File: config.mk
export PLATFORM = sky130hd
export DESIGN_NAME = rotor_reverse
export DESIGN_NICKNAME = d
export VERILOG_FILES = /design/src/rtl/rotor_reverse.sv
export SDC_FILE = /design/constraint.sdc
export NUM_CORES = 1
export LEC_CHECK = 0
export ABC_CLOCK_PERIOD_IN_PS = 14400
export BUFFER_PORTS_ARGS = -buffer_cell sky130_fd_sc_hd__buf_2
export CAP_MARGIN = 20
export CORE_UTILIZATION = 28
export CTS_CLUSTER_SIZE = 40
export DETAILED_ROUTE_END_ITERATION = 12
export SLEW_MARGIN = 25
export SYNTH_ARGS = -nofsm -noshare
export SYNTH_HDL_FRONTEND = slang
export SYNTH_SLANG_ARGS = --single-unit
File: constraint.sdc
create_clock -name clk -period 14.4 [get_ports clk]
set_clock_uncertainty 0.2 [all_clocks]
set_input_delay 2.16 -clock clk [delete_from_list [all_inputs] [get_ports clk]]
set_output_delay 2.16 -clock clk [all_outputs]
set_load 0.02 [all_outputs]
File: src/rtl/rotor_reverse.sv
// rotor_reverse: return-path rotor stage; loads forward wiring, builds and validates its inverse, maps left_in to right_out.
`timescale 1ns/1ps
module rotor_reverse #(
  parameter logic [4:0] TURNOVER = 5'd16
) (
  input  logic       clk,
  input  logic       rst_n,
  input  logic       cfg_clear,
  input  logic       cfg_valid,
  input  logic [4:0] cfg_data,
  output logic       cfg_ready,
  output logic       wiring_ready,
  output logic       wiring_err,
  input  logic       en,
  input  logic       load,
  input  logic       inc,
  input  logic [4:0] pos_in,
  input  logic [4:0] left_in,
  output logic [4:0] right_out,
  output logic       is_at_turnover
);
  typedef enum logic [1:0] {EMPTY, FILL, READY, ERR} state_t;
  state_t      r_state, w_next;
  logic [4:0]  r_cnt, r_idx;
  logic [25:0] r_seen;
  logic [4:0]  r_inv [26];
  logic [31:0] w_seen32;
  logic        w_acc, w_bad;
  logic [5:0]  w_sum, w_iv, w_cnt6;
  logic [4:0]  w_contact;
  assign w_seen32  = {6'b0, r_seen};
  assign w_acc     = cfg_valid & cfg_ready & ~cfg_clear;
  assign w_bad     = (cfg_data > 5'd25) | w_seen32[cfg_data];
  assign cfg_ready = (r_state == EMPTY) | (r_state == FILL);
  assign wiring_ready = r_state == READY;
  assign wiring_err   = r_state == ERR;
  assign is_at_turnover = r_cnt == TURNOVER;
  always_comb begin
    w_next = r_state;
    if (cfg_clear) w_next = EMPTY;
    else if (w_acc) w_next = w_bad ? ERR : (r_idx == 5'd25 ? READY : FILL);
  end
  always_ff @(posedge clk or negedge rst_n)
    if (!rst_n) r_state <= EMPTY;
    else r_state <= w_next;
  always_ff @(posedge clk or negedge rst_n)
    if (!rst_n) begin
      r_idx  <= '0;
      r_seen <= '0;
      for (int i = 0; i < 26; i++) r_inv[i] <= 5'd31;
    end else if (cfg_clear) begin
      r_idx  <= '0;
      r_seen <= '0;
      for (int i = 0; i < 26; i++) r_inv[i] <= 5'd31;
    end else if (w_acc && !w_bad) begin
      r_inv[cfg_data]  <= r_idx;
      r_seen[cfg_data] <= 1'b1;
      r_idx            <= r_idx + 5'd1;
    end
  always_ff @(posedge clk or negedge rst_n)
    if (!rst_n) r_cnt <= '0;
    else if (en) r_cnt <= load ? (pos_in > 5'd25 ? 5'd0 : pos_in)
                        : inc ? (r_cnt == 5'd25 ? 5'd0 : r_cnt + 5'd1) : r_cnt;
  // Modular arithmetic done in 6 bits with a single conditional correction by 26.
  assign w_cnt6    = {1'b0, r_cnt};
  assign w_sum     = {1'b0, left_in} + w_cnt6;
  assign w_contact = 5'(w_sum >= 6'd26 ? w_sum - 6'd26 : w_sum);
  assign w_iv      = {1'b0, r_inv[w_contact]};
  assign right_out = (r_state == READY && left_in <= 5'd25)
                   ? 5'(w_iv >= w_cnt6 ? w_iv - w_cnt6 : w_iv + 6'd26 - w_cnt6) : 5'd31;
endmodule

==> flow_summary.yaml <==
place:
  port_buffers: 30
  dp_hpwl_um: 17000
  gp_routability_congestion: 0.860
  place_area_sq_um: 9940
die:
  die_height_um: 186
  num_rows: 66
  core_area_sq_um: 32900
  ios: 31
  dieArea_sq_um: 34400
  initial_core_util_pct: 28.7
  die_w_um: 186
synth:
  synth-seq-area-share_pct: 46.3
  syn_area_sq_um: 9430
  yosysWarnings: 0
  synth_top_area_share_pct: 36.2
  ys_seq_elements: 168
  synth-compound-area-share_pct: 16.8
  synth-async-reset-ratio_pct: 100
  syn_nets: 1019
  avgSynthCellArea_sq_um: 9.70
  synthXorXnorAreaFrac_pct: 1.10
  yosysMostFrequentCell: "dfstp_2"
  muxShareOfSynthArea_pct: 8.57
  synthTopCellsByCount: "dfstp_2 (130), nor3_1 (129), a21oi_1 (125)"
  synth_top_family_by_area: "simple AND/OR/NAND/NOR gates"
  synth_cell_types: 74
  synth_top_area_cell: "dfstp_2"
  synthSimpleGateAreaFrac_pct: 19.1
  synth.top_cells.by_area: "dfstp_2 (36%), dfrtp_1 (10%), nor3_1 (6.8%)"
  syn_inst: 972
  synthAdderAreaFrac_pct: 3.64
  synth_ff_type: "dfstp_2"
  synth_edf_count: 0
run_status:
  status: "finished, final reports clean"
clock_network:
  cts_root_buf: "clkbuf_16"
  cts_setup_buffers: 0
  holdBufCountCts: 0
  cts_tree: "yes"
  clk_pin_slew_ns: 0.07
  htree_levels: 4
  cts_resized: 0
  cts_inserted_buffers: 17
  numClockSinks: 168
  insertion_delay_ns: 0.43
  clockBufferDepth: 2
sta:
  tns_ns: 0
  worst_pin_slew_ns: 0.969
  hold_violations: 0
  timing.final.crit_share_pct: 75.0
  fmax_mhz: 92.6
  slew_violations: 0
  rsz0062_at_grt: "false"
  whs_ns: 0.296
  post-route-min-period_ns: 10.80
  setup_viol: 0
  relSlewSlack_pct: 35.1
detailed_routing:
  ant_nets: 0
  wire_per_inst_um: 17.7
  routed_via_density: 5.29
  routed_wl_um: 25000
  dr.pass1.iters: 6
  drc: 0
  drt_iter0_drc: 658
  vias: 7468
setup_path:
  critPathLaunchType: "input pin"
  critical_path.max_fanout: 35
  endpoint_kind: "primary output"
  ff2ff_setup_slack_ns: 10.43
  worstPathArrival_ns: 8.44
  critical_path_class: "input pin to primary output"
  cp.required_ns: 12.04
grt:
  grt-ovfl-total: 0
  grt_pass1_wl_um: 40800
  grt_max_degree: 107
  antenna_found_initial: 0
  grt_pass1_vias: 7101
  track_usage_pct: 15.2
power:
  p_per_area_nw_per_um2: 159
  power_leakage_nw: 3.92
  p_total_mw: 1.68
  ir_worst_vdd_mv: 0.103
layout:
  antennaDiodeCount: 0
  fill_cells: 3396
  fin_nets: 1004
  stdcell_area_sq_um: 10600
  final_layout_size_suffix_gt1_share_pct: 26.8
  area_growth_pct: 12.1
min_path:
  min_path_type: "flip-flop to flip-flop"
run:
  maxCapViolations: 0
state kept, by name, indices dropped and copies added, names as in the netlist:
| signal | flops |
|---|---|
| r_seen | 26 |
| r_inv | 130 |
| r_idx | 5 |
| r_cnt | 5 |
| r_state | 2 |
final cells by class:
cell class | instances | area, sq um | share of cell area [%]
Clock inverter | 12 | 153 | 1.44
Timing Repair Buffer | 43 | 259 | 2.45
Tap cell | 442 | 553 | 5.23
Sequential cell | 168 | 4370 | 41.3
Multi-Input combinational cell | 702 | 4680 | 44.2
Inverter | 25 | 93.8 | 0.888
Clock buffer | 20 | 468 | 4.43
final timing paths:
| path | startpoint | to | cells past startpoint |
|---|---|---|---|
| max in group asynchronous | rst_n | r_seen[1] | 2 |
| min | r_seen[24] | r_seen[24] | 2 |
| min in group asynchronous | rst_n | r_cnt[3] | 1 |
| max | left_in[0] | right_out[4] | 23 |
| max reg2reg | r_seen[11] | r_inv[25] | 8 |
| min reg2reg | r_seen[24] | r_seen[24] | 2 |
kinds of logic after synthesis:
family                   after synthesis
XOR/XNOR                              11
AND/OR/NAND/NOR                      358
multiplexers                          63
adder cells (fa/ha/maj)               25
flip-flops                           168
AO/OA/AOI/OAI                        245
buffers and inverters                102
metrics by stage:
| stage | utilization [%] | std cells | worst slack [ns] |
|---|---|---|---|
| 2_1_floorplan | - | 972 | 5.01 |
| 3_3_place_gp | 30.2 | 1380 | 3.47 |
| 3_5_place_dp | 30.2 | 1380 | 3.30 |
| 4_1_cts | 32.1 | 1412 | 3.30 |
| 5_1_grt | 32.2 | 1412 | 2.88 |
| 6_report | 32.2 | 1412 | 3.60 |
metal layers:
metal  up-vias  GRT usage (%)  wire (um)
met5         -              0          0
met4         0           3.60        281
met3        16           3.44       1600
met2       202           22.3      10800
met1      3711           22.5      12400
li1       3539              -          -
placed cells by master (no fill, tap or decap), types with 18 or more instances in the layout:
master | synthesis | final
clkbuf_16 | 0 | 18
mux2i_1 | 47 | 47
dfstp_2 | 130 | 130
and3_1 | 31 | 31
a211oi_1 | 31 | 31
buf_2 | 20 | 28
nor2_1 | 102 | 97
a21oi_1 | 125 | 125
inv_1 | 25 | 25
nand2_1 | 31 | 30
ha_1 | 21 | 21
dfrtp_1 | 38 | 38
nor3_1 | 129 | 124
where the power goes:
part           internal (mW)  switching (mW)
registers              0.483         0.00967
logic                  0.273           0.429
clock network          0.277           0.210
worst max-delay path: stages:
cell,delay [ns]
buf_2,0.11
ha_1,0.23
fa_1,1.06
inv_1,0.23
ha_1,0.60
nand2_1,0.10
nor4_1,0.26
a221oi_2,0.06
buf_4,0.25
nand2_2,0.47
a211oi_1,0.17
a2111oi_0,0.73
and4_1,0.31
ha_1,0.25
nor2b_1,0.13
o21ai_0,0.18
nand3b_1,0.11
a21o_1,0.19
a21o_1,0.24
mux2i_1,0.20
xnor2_1,0.14
nand2_1,0.06
buf_2,0.16
Note: power is estimated with default switching activity, not from simulation.
